## src/rtl/multicycle_ctrl.sv

```systemverilog
// Main control FSM for the multicycle RV32I-subset datapath (lw, sw, add, sub, and, or, addi, beq).
// Sequences one instruction at a time from the IR fields and drives every datapath enable and mux select.
module multicycle_ctrl #(
    parameter logic [3:0] ALU_ADD = 4'b0010,
    parameter logic [3:0] ALU_SUB = 4'b0110,
    parameter logic [3:0] ALU_AND = 4'b0000,
    parameter logic [3:0] ALU_OR  = 4'b0001
) (
    input  logic       clk,
    input  logic       reset,
    input  logic [6:0] opcode,
    input  logic [2:0] funct3,
    input  logic       funct7_5,
    input  logic       zero,
    output logic       pc_write,
    output logic       iord,
    output logic       mem_read,
    output logic       mem_write,
    output logic       ir_write,
    output logic       mem_to_reg,
    output logic       pc_source,
    output logic       alu_src_a,
    output logic [1:0] alu_src_b,
    output logic       reg_write,
    output logic [3:0] alu_ctl,
    output logic       instr_done,
    output logic       illegal,
    output logic [3:0] state
);

    // state     | meaning
    // FETCH     | read instruction at PC into IR
    // DECODE    | ALUOut <= PC + imm (branch target), A/B latched
    // MEM_ADDR  | ALUOut <= A + imm (load/store address)
    // MEM_READ  | MDR <= mem[ALUOut]
    // LW_WB     | rd <= MDR, PC += 4
    // MEM_WRITE | mem[ALUOut] <= B, PC += 4
    // R_EXEC    | ALUOut <= A op B
    // I_EXEC    | ALUOut <= A + imm
    // ALU_WB    | rd <= ALUOut, PC += 4
    // BEQ       | compare A - B, PC <= ALUOut when equal
    // BR_NT     | branch not taken, PC += 4
    // NOP_INC   | unsupported encoding, flag it and skip, PC += 4
    typedef enum logic [3:0] {
        S_FETCH     = 4'd0,
        S_DECODE    = 4'd1,
        S_MEM_ADDR  = 4'd2,
        S_MEM_READ  = 4'd3,
        S_LW_WB     = 4'd4,
        S_MEM_WRITE = 4'd5,
        S_R_EXEC    = 4'd6,
        S_I_EXEC    = 4'd7,
        S_ALU_WB    = 4'd8,
        S_BEQ       = 4'd9,
        S_BR_NT     = 4'd10,
        S_NOP_INC   = 4'd11
    } state_t;

    localparam logic [6:0] OP_LOAD   = 7'b0000011;
    localparam logic [6:0] OP_STORE  = 7'b0100011;
    localparam logic [6:0] OP_RTYPE  = 7'b0110011;
    localparam logic [6:0] OP_IMM    = 7'b0010011;
    localparam logic [6:0] OP_BRANCH = 7'b1100011;

    state_t     state_q;
    logic [3:0] r_fn;
    logic       is_lw;
    logic       is_sw;
    logic       is_rtype;
    logic       is_addi;
    logic       is_beq;
    logic       pc_inc;

    assign r_fn     = {funct7_5, funct3};
    assign is_lw    = (opcode == OP_LOAD)   && (funct3 == 3'b010);
    assign is_sw    = (opcode == OP_STORE)  && (funct3 == 3'b010);
    assign is_addi  = (opcode == OP_IMM)    && (funct3 == 3'b000);
    assign is_beq   = (opcode == OP_BRANCH) && (funct3 == 3'b000);
    assign is_rtype = (opcode == OP_RTYPE) &&
                      (r_fn == 4'b0000 || r_fn == 4'b1000 || r_fn == 4'b0111 || r_fn == 4'b0110);

    assign state = state_q;

    always_ff @(posedge clk) begin
        if (reset) begin
            state_q <= S_FETCH;
        end else begin
            case (state_q)
                S_FETCH:    state_q <= S_DECODE;
                S_DECODE: begin
                    if (is_lw || is_sw) state_q <= S_MEM_ADDR;
                    else if (is_rtype)  state_q <= S_R_EXEC;
                    else if (is_addi)   state_q <= S_I_EXEC;
                    else if (is_beq)    state_q <= S_BEQ;
                    else                state_q <= S_NOP_INC;
                end
                S_MEM_ADDR: state_q <= is_lw ? S_MEM_READ : S_MEM_WRITE;
                S_MEM_READ: state_q <= S_LW_WB;
                S_R_EXEC:   state_q <= S_ALU_WB;
                S_I_EXEC:   state_q <= S_ALU_WB;
                S_BEQ:      state_q <= zero ? S_FETCH : S_BR_NT;
                default:    state_q <= S_FETCH;
            endcase
        end
    end

    // Outputs decode the current state so FETCH controls are live in the first
    // cycle after reset and the BEQ PC load can follow zero within the cycle.
    always_comb begin
        pc_write   = 1'b0;
        iord       = 1'b0;
        mem_read   = 1'b0;
        mem_write  = 1'b0;
        ir_write   = 1'b0;
        mem_to_reg = 1'b0;
        pc_source  = 1'b0;
        alu_src_a  = 1'b0;
        alu_src_b  = 2'b00;
        reg_write  = 1'b0;
        alu_ctl    = ALU_ADD;
        instr_done = 1'b0;
        illegal    = 1'b0;
        pc_inc     = 1'b0;
        if (!reset) begin
            case (state_q)
                S_FETCH: begin
                    mem_read  = 1'b1;
                    ir_write  = 1'b1;
                    alu_src_b = 2'b01;
                end
                S_DECODE:   alu_src_b = 2'b10;
                S_MEM_ADDR: begin
                    alu_src_a = 1'b1;
                    alu_src_b = 2'b10;
                end
                S_MEM_READ: begin
                    iord     = 1'b1;
                    mem_read = 1'b1;
                end
                S_LW_WB: begin
                    reg_write  = 1'b1;
                    mem_to_reg = 1'b1;
                    pc_inc     = 1'b1;
                end
                S_MEM_WRITE: begin
                    iord      = 1'b1;
                    mem_write = 1'b1;
                    pc_inc    = 1'b1;
                end
                S_R_EXEC: begin
                    alu_src_a = 1'b1;
                    case (r_fn)
                        4'b1000: alu_ctl = ALU_SUB;
                        4'b0111: alu_ctl = ALU_AND;
                        4'b0110: alu_ctl = ALU_OR;
                        default: alu_ctl = ALU_ADD;
                    endcase
                end
                S_I_EXEC: begin
                    alu_src_a = 1'b1;
                    alu_src_b = 2'b10;
                end
                S_ALU_WB: begin
                    reg_write = 1'b1;
                    pc_inc    = 1'b1;
                end
                S_BEQ: begin
                    alu_src_a  = 1'b1;
                    alu_ctl    = ALU_SUB;
                    pc_source  = 1'b1;
                    pc_write   = zero;
                    instr_done = zero;
                end
                S_BR_NT:    pc_inc = 1'b1;
                S_NOP_INC: begin
                    illegal = 1'b1;
                    pc_inc  = 1'b1;
                end
                default: ;
            endcase
            if (pc_inc) begin
                alu_src_a  = 1'b0;
                alu_src_b  = 2'b01;
                alu_ctl    = ALU_ADD;
                pc_source  = 1'b0;
                pc_write   = 1'b1;
                instr_done = 1'b1;
            end
        end
    end

endmodule

```

## config.mk

```make
export PLATFORM = sky130hd
export DESIGN_NAME = multicycle_ctrl
export DESIGN_NICKNAME = d
export VERILOG_FILES = /design/src/rtl/multicycle_ctrl.sv
export SDC_FILE = /design/constraint.sdc
export NUM_CORES = 1
export LEC_CHECK = 0
export CORE_UTILIZATION = 36
export DETAILED_ROUTE_END_ITERATION = 8
export HOLD_SLACK_MARGIN = 0.05
export PLACE_DENSITY = 0.93
export RECOVER_POWER = 100
export SETUP_SLACK_MARGIN = 0.02
export SYNTH_ARGS = -nofsm -noshare
export SYNTH_HDL_FRONTEND = slang
export SYNTH_SLANG_ARGS = --single-unit
```

## constraint.sdc

```tcl
create_clock -name clk -period 4.7 [get_ports clk]
set_input_delay 0.94 -clock clk [delete_from_list [all_inputs] [get_ports clk]]
set_output_delay 0.94 -clock clk [all_outputs]
set_load 0.01 [all_outputs]
```

==> summary.txt, run 1 <==
status - complete, no violations
Final Max Slew Viols - 0
Initial Util - 0.412
Fillers - 110
Clock Skew - 0.00243 ns
FF-to-FF path depth - 4
area share of the largest cell type after synthesis - 0.166
Tcrit/Tclk final - 0.785
CP bufs+invs - 2
worst stage delay on the critical path - 0.69 ns
Clock transition at path regs - 0.04 ns
WHS - 0.657 ns
hold_sp - state[1]
Worst Path Class, Setup - in2out
WL/cell - 12.4 µm
Starting DRT DRC Count - 12
TNS Setup - 0 ns
area of the multi-input gates - 355 µm²
I/O Buffers - 33
GRT Util Overall - 0.217
GPL Wtd Cong - 0.858
pwr dens - 400 nW/µm²
routed wire length - 1450 µm
RSZ-0062 raised after global routing - false
fin crit period - 3.69 ns
Synth area leaders - dfxtp_1, nor3_1, nor2_1, nand2b_1, a21oi_1
Worst R2R End - state[0]
share of layout cells above drive strength 1 - 0.0388
GRT met1 Usage - 0.275
Synth Register Bits - 4
DP HPWL - 1130 µm
Seq/Total Area, Yosys - 0.166
arrival time worst endpoint - 2.75 ns
met2 Use GR - 0.363
CP Launch Type - input port
setup bufs post-CTS - 0
most frequent cells in the layout - dlygate4sd3_1, nor3_1, clkdlybuf4s50_1, nor2_1, nand2_1
commonest non-fill, non-tap cell in the layout - dlygate4sd3_1
Die W - 38.6 µm
Die Height - 38.6 µm
required time worst endpoint - 3.76 ns
Diodes inserted - 0
Core Area - 1170 µm²
H-tree depth - 1
iteration count of the initial detailed-routing pass - 4
CTS resizes - 0
Final Hold Vio Count - 0
final setup vio count - 0
kind of cell adding the most delay to the critical path - buffers and inverters
Max Root-Sink Buffers - 2
root buffer cell - clkbuf_4
Post-Syn Nets - 88
CP Max Fanout - 12
Hold Path Cell Cnt - 2
Mapped Cells - 74
Leakage - 0.000352 µW
vias per cell - 5.51
layout net count - 119
max-cap viol count - 0
Worst Hold Class - reg2reg
total gr overflow - 0
crit-path cells - dlygate4sd3_1, nor3_1, and3_1, dlygate4sd3_1
Largest register FFs - 4
VDD IR-drop max - 0.195 mV
hold buffer count at CTS - 0
CTS sink cnt - 4
TritonCTS clock tree - done
area leader, netlist - dfxtp_1
f_max - 0.271 GHz
Die ar. - 1490 µm²
power consumption - 326 µW
final antenna-violating net count - 0
Hold EP - state[2]
vias - 645
YS warnings - 0
crit path max-delay cell type - dlygate4sd3_1
Reg2Reg Setup Slack - 3.20 ns
worst skew pair latency - 0.23 ns
CTS buffer count - 3
Residual DRC - 0
Netlist cell types - 30
FP Rows - 12
vias in the first global route - 535
post-synthesis cell area - 483 µm²
initial antenna violation count - 0
first-pass GRT wire length - 2220 µm
FF/Latch Area - 80.1 µm²
Critical R2R Launch - state[0]
Post-Syn Area per Cell - 6.53 µm²
pin count of the biggest net entering global routing - 13
CP most frequent cell - dlygate4sd3_1
M3 GR Usage - 0.0173
busiest grt layer - met2
area grow syn2layout - 68.4%
Ports - 35
Worst setup EP type - output pin
## routing by layer
layer | vias to the layer above | wire [µm] | part of all wire
met5 | - | 0 | 0
met4 | 0 | 10 | 0.0069
met3 | 2 | 77 | 0.053
met2 | 22 | 708 | 0.49
met1 | 293 | 648 | 0.45
li1 | 328 | - | -
## worst max-delay path by stage
stage                    from          to  cells after the start
global placement    funct3[0]  alu_ctl[2]                      5
CTS                     reset    mem_read                      4
global route            reset    mem_read                      4
floorplan               reset    ir_write                      4
finish                  reset    mem_read                      4
detailed placement      reset    mem_read                      4
## final cells by class
class	instances	share of cell area
clock buffer	3	0.0277
inverter	2	0.00923
multi-input combinational	61	0.437
sequential	4	0.0985
tap	14	0.0215
timing repair buffer	33	0.406
## cell usage after synthesis (all sizes together)
| library cell | n |
|---|---|
| or4b | 1 |
| and3 | 1 |
| nand2b | 4 |
| a21o | 1 |
| conb | 1 |
| nor4 | 1 |
| nand2 | 5 |
| nor3 | 12 |
| a31o | 1 |
| a41oi | 1 |
| nor2 | 10 |
| o31ai | 1 |
| nor3b | 2 |
| o2bb2ai | 1 |
| nand3 | 3 |
| nand4bb | 1 |
| o22ai | 1 |
| or3 | 1 |
| buf | 3 |
| xnor2 | 1 |
| nor2b | 2 |
| dfxtp | 4 |
| or4 | 2 |
| inv | 2 |
| and3b | 2 |
| a21oi | 4 |
| o22a | 1 |
| o211a | 1 |
| clkbuf | 4 |
## power breakdown
part	internal [µW]	leakage [µW]	total (µW)	switching [µW]
registers	46.5	0.0000330	81.0	34.5
clock network	28.5	0.0000138	41.7	13.2
logic	105	0.000305	203	97.7
total	180	0.000352	326	145
## worst reg2reg max path: cells and delay by family (launching register included)
| family | cells | cell delay [ns] |
|---|---|---|
| AOI/OAI and AO/OA | 1 | 0.19 |
| DFF | 1 | 0.51 |
| and+or+nand+nor | 3 | 0.73 |
## logic make-up (layout without fill, tap and decap cells)
| kind of cell | Yosys count | count (layout) | share of synthesized area |
|---|---|---|---|
| simple gates | 47 | 47 | 0.541 |
| buf+inv | 9 | 38 | 0.0881 |
| other cells | 1 | 1 | 0.00776 |
| flops | 4 | 4 | 0.166 |
| compound gates | 12 | 12 | 0.179 |
| xor+xnor | 1 | 1 | 0.0181 |
## metrics by stage
step / std cells / util / area (µm²) / worst slack (ns)
after floorplan: 74 / - / 483 / 2.16
after global placement: 114 / 0.679 / 796 / 1.18
after detailed placement: 114 / 0.679 / 796 / 1.15
after CTS: 117 / 0.699 / 818 / 1.14
after global routing: 117 / 0.694 / 813 / 0.953
final: 117 / 0.694 / 813 / 1.01
(Power assumes the default switching activity.)
==> run 2: changes to the inputs <==
CORE_UTILIZATION = 33   (was 36)
PLACE_DENSITY = 0.87   (was 0.93)
clock period = 3.8 ns   (was 4.7 ns; I/O delays follow)
==> summary.txt, run 2 (synthesis results as in run 1) <==
routed wire length - 1540 µm
worst skew pair latency - 0.23 ns
RSZ-0062 raised after global routing - false
DP HPWL - 1200 µm
Worst R2R End - state[0]
pin count of the biggest net entering global routing - 13
final setup vio count - 0
TNS Setup - 0 ns
FF/Latch Area - 80.1 µm²
fin cells - 118
sw frac - 0.448
first-pass GRT wire length - 2410 µm
CP endpoint - mem_read
Starting DRT DRC Count - 13
Diodes inserted - 0
max-cap viol count - 0
Leakage - 0.000352 µW
cell internal pwr - 223 µW
f_max - 0.302 GHz
CP bufs+invs - 2
fin crit period - 3.31 ns
placed cell count - 115
I/O Buffers - 33
Final Hold Vio Count - 0
Critical R2R Launch - state[0]
Clock transition at path regs - 0.04 ns
Largest register FFs - 4
Worst Hold Class - reg2reg
TritonCTS clock tree - done
register share of total power - 0.252
Clock Skew - 0.000554 ns
H-tree depth - 1
required time worst endpoint - 3.04 ns
FP Rows - 13
CP Max Fanout - 12
area grow syn2layout - 68.7%
setup bufs post-CTS - 0
Fillers - 132
worst stage delay on the critical path - 0.69 ns
clock share of power - 0.126
iteration count of the initial detailed-routing pass - 4
vias - 665
initial antenna violation count - 0
status - complete, no violations
FF-to-FF path depth - 4
GRT Util Overall - 0.216
Ports - 35
total gr overflow - 0
Switch Pwr - 181 µW
vias in the first global route - 585
combinational power share - 0.622
Reg2Reg Setup Slack - 2.28 ns
CP Launch Type - input port
area of the multi-input gates - 355 µm²
Die W - 40.3 µm
WP depth - 4
Initial Util - 0.362
Die ar. - 1620 µm²
GPL Wtd Cong - 0.840
Setup crit start - reset
most frequent cells in the layout - dlygate4sd3_1, nor3_1, clkdlybuf4s50_1, nor2_1, nand2_1
Die Height - 40.3 µm
Max Root-Sink Buffers - 2
commonest non-fill, non-tap cell in the layout - dlygate4sd3_1
Tcrit/Tclk final - 0.871
CTS resizes - 0
kind of cell adding the most delay to the critical path - buffers and inverters
arrival time worst endpoint - 2.55 ns
Residual DRC - 0
layout net count - 119
pwr dens - 496 nW/µm²
Worst Path Class, Setup - in2out
CTS sink cnt - 4
power consumption - 404 µW
final core utilization - 0.611
Final Max Slew Viols - 0
CTS buffer count - 3
Core Area - 1330 µm²
VDD IR-drop max - 0.229 mV
WL/cell - 13.1 µm
crit path max-delay cell type - dlygate4sd3_1
final antenna-violating net count - 0
share of layout cells above drive strength 1 - 0.0388
vias per cell - 5.64
CP most frequent cell - dlygate4sd3_1
crit-path cells - dlygate4sd3_1, nor3_1, and3_1, dlygate4sd3_1
hold buffer count at CTS - 0
root buffer cell - clkbuf_4
Worst setup EP type - output pin
==> run 2: cell counts in the layout (fill, tap and decap cells not counted) <==
Identical to the previous run, type by type.
==> run 2: worst min-delay path by stage <==
stage | from | endpoint | slack [ns] | cells after the start
5_1_grt | state[1] | state[2] | 0.69 | 2
3_5_place_dp | state[1] | state[2] | 0.64 | 2
4_1_cts | state[1] | state[2] | 0.64 | 2
3_3_place_gp | state[1] | state[2] | 0.64 | 2
2_1_floorplan | state[3] | state[0] | 0.61 | 2
6_report | state[1] | state[2] | 0.64 | 2
==> run 2: worst reg2reg max path: stages, from the launching register on <==
cell,delay (ns)
dfxtp_1,0.53
nand2b_1,0.20
nor4_1,0.39
nand2_1,0.13
o2bb2ai_1,0.20
==> run 2: stage by stage <==
step,cell area (µm²),setup slack [ns],hold slack [ns]
finish,815,0.491,0.641
global route,815,0.403,0.689
CTS,820,0.608,0.644
detailed placement,797,0.618,0.639
global placement,797,0.643,0.639
floorplan,483,1.59,0.612
==> run 2: area by class of cell <==
| class | count | share of cell area |
|---|---|---|
| clock buffer | 3 | 0.0276 |
| inverter | 2 | 0.00922 |
| multi-input combinational | 61 | 0.436 |
| sequential | 4 | 0.0983 |
| tap | 15 | 0.0230 |
| timing repair buffer | 33 | 0.406 |
==> run 2: power groups by stage <==
stage	clock (µW)	sequential, µW	combinational, µW
6_report	50.9	102	251
2_1_floorplan	0	72.6	171
3_3_place_gp	0	98.9	261
5_1_grt	55.7	106	276
4_1_cts	53.3	101	270
3_5_place_dp	0	102	268
==> run 2: metal layers <==
metal  track usage  vias up  wire length [µm]
met5             0        -                 0
met4         0.100        0                 8
met3        0.0333        2               100
met2         0.351       25               779
met1         0.276      310               656
li1              -      328                 -
==> run 3: changes to the inputs <==
ABC_AREA = 1   (was not set)
CORE_UTILIZATION = 35   (was 33)
==> summary.txt, run 3 <==
vias - 766
Main synth FF type - dfxtp_1
Post-Syn Area per Cell - 5.10 µm²
Seq/Total Area, Yosys - 0.147
Die W - 41.5 µm
Core Area - 1380 µm²
layout net count - 156
most frequent cells in the layout - nand2_1, nor2_1, dlygate4sd3_1, inv_1, clkdlybuf4s50_1
RSZ-0062 raised after global routing - false
post-synthesis cell area - 546 µm²
root buffer cell - clkbuf_4
GRT Util Overall - 0.191
initial antenna violation count - 0
Die ar. - 1720 µm²
commonest non-fill, non-tap cell in the layout - nand2_1
Initial Util - 0.395
area of the multi-input gates - 379 µm²
Worst setup EP type - output pin
Largest register FFs - 4
H-tree depth - 1
Ports - 35
CTS buffer count - 3
Tcrit/Tclk final - 0.863
Diodes inserted - 0
number of enable flip-flop cells after synthesis - 0
WL/cell - 9.80 µm
CP Launch Type - input port
TritonCTS clock tree - done
Synth area leaders - nand2_1, dfxtp_1, nor2_1, inv_1, nand3_1
iteration count of the initial detailed-routing pass - 4
DP HPWL - 1290 µm
crit path max-delay cell type - dlygate4sd3_1
GPL Wtd Cong - 0.883
vias in the first global route - 663
vias per cell - 4.94
Max Root-Sink Buffers - 2
crit-path cells - dlygate4sd3_1, inv_1, nand2_1, a21oi_1, dlygate4sd3_1
required time worst endpoint - 3.04 ns
setup bufs post-CTS - 0
Synth Register Bits - 4
fin crit period - 3.28 ns
I/O Buffers - 33
area leader, netlist - nand2_1
Post-Syn Nets - 121
area share of the largest cell type after synthesis - 0.179
Final Hold Vio Count - 0
FF/Latch Area - 80.1 µm²
CTS sink cnt - 4
pwr dens - 332 nW/µm²
status - complete, no violations
worst skew pair latency - 0.24 ns
Residual DRC - 0
CP bufs+invs - 3
hold buffer count at CTS - 0
first-pass GRT wire length - 2640 µm
Fillers - 123
Clock transition at path regs - 0.04 ns
Mapped Cells - 107
routed wire length - 1520 µm
Starting DRT DRC Count - 18
CP Max Fanout - 12
power consumption - 298 µW
Die Height - 41.5 µm
VDD IR-drop max - 0.181 mV
final setup vio count - 0
Worst Path Class, Setup - in2out
async set-reset flop share out of synthesis - 0
Leakage - 0.000453 µW
Final Max Slew Viols - 0
TNS Setup - 0 ns
FP Rows - 13
f_max - 0.305 GHz
Netlist cell types - 20
Clock Skew - 0.00434 ns
Worst Hold Class - reg2reg
most common cell in the netlist - nand2_1
max-cap viol count - 0
YS warnings - 0
top cells by count, synth - nand2_1, nor2_1, inv_1, nand3_1, a21oi_1
area grow syn2layout - 64.7%
worst stage delay on the critical path - 0.77 ns
share of layout cells above drive strength 1 - 0.0714
final antenna-violating net count - 0
kind of cell adding the most delay to the critical path - buffers and inverters
CTS resizes - 0
total gr overflow - 0
arrival time worst endpoint - 2.52 ns
CP most frequent cell - dlygate4sd3_1
pin count of the biggest net entering global routing - 13
## run 3: cell count changes after synthesis, moves of 3 or more
| cell | delta |
|---|---|
| o21ai_0 | +4 |
| a21oi_1 | +3 |
| nand2_1 | +21 |
| inv_1 | +15 |
| nor3_1 | -9 |
| clkbuf_1 | -3 |
| nor2_1 | +11 |
| nand3_1 | +6 |
| nand2b_1 | -4 |
## run 3: cell type report
class	count	area share
Tap cell	15	0.0209
Clock buffer	3	0.0251
Sequential cell	4	0.0891
Inverter	18	0.0752
Timing Repair Buffer	33	0.368
Multi-Input combinational cell	82	0.422
## run 3: stage by stage
stage	hold WS, ns	util	instances	instance area, µm²	setup slack, ns
3_3_place_gp	0.634	0.633	152	876	0.648
3_5_place_dp	0.646	0.633	152	876	0.618
4_1_cts	0.651	0.650	155	898	0.615
5_1_grt	0.688	0.650	155	898	0.370
2_1_floorplan	0.649	-	107	546	1.74
6_report	0.653	0.650	155	898	0.519
## run 3: cell families (layout without fill, tap and decap cells)
group | Yosys count | count (layout) | share of synthesized area
AND/OR/NAND/NOR | 68 | 68 | 0.564
flip-flops | 4 | 4 | 0.147
other | 1 | 1 | 0.00687
AO/OA/AOI/OAI | 13 | 13 | 0.124
buffers and inverters | 21 | 54 | 0.158
## run 3: where the power goes
part	total [µW]	switching [µW]	internal, µW
clock network	54.0	18.5	35.4
registers	62.6	11.7	51.0
logic	182	98.8	82.9
total	298	129	169
## run 3: worst paths after layout
kind	startpoint	end	slack [ns]	cells past startpoint
max reg2reg	state[0]	state[1]	2.61	7
max	reset	reg_write	0.52	5
min reg2reg	state[0]	state[0]	0.65	3
min	state[0]	state[0]	0.65	3
## run 3: metal layers
metal	global-route usage	routed length [µm]
met5	0	0
met2	0.338	790
met4	0.0968	8
met1	0.218	650
met3	0.0304	70
## run 3: tightest hold or removal path: cells and delay by family (launching register included)
kind | cells | cell delay, ns
flip-flops | 1 | 0.38
AND/OR/NAND/NOR | 1 | 0.07
buffers and inverters | 1 | 0.08
AO/OA/AOI/OAI | 1 | 0.06
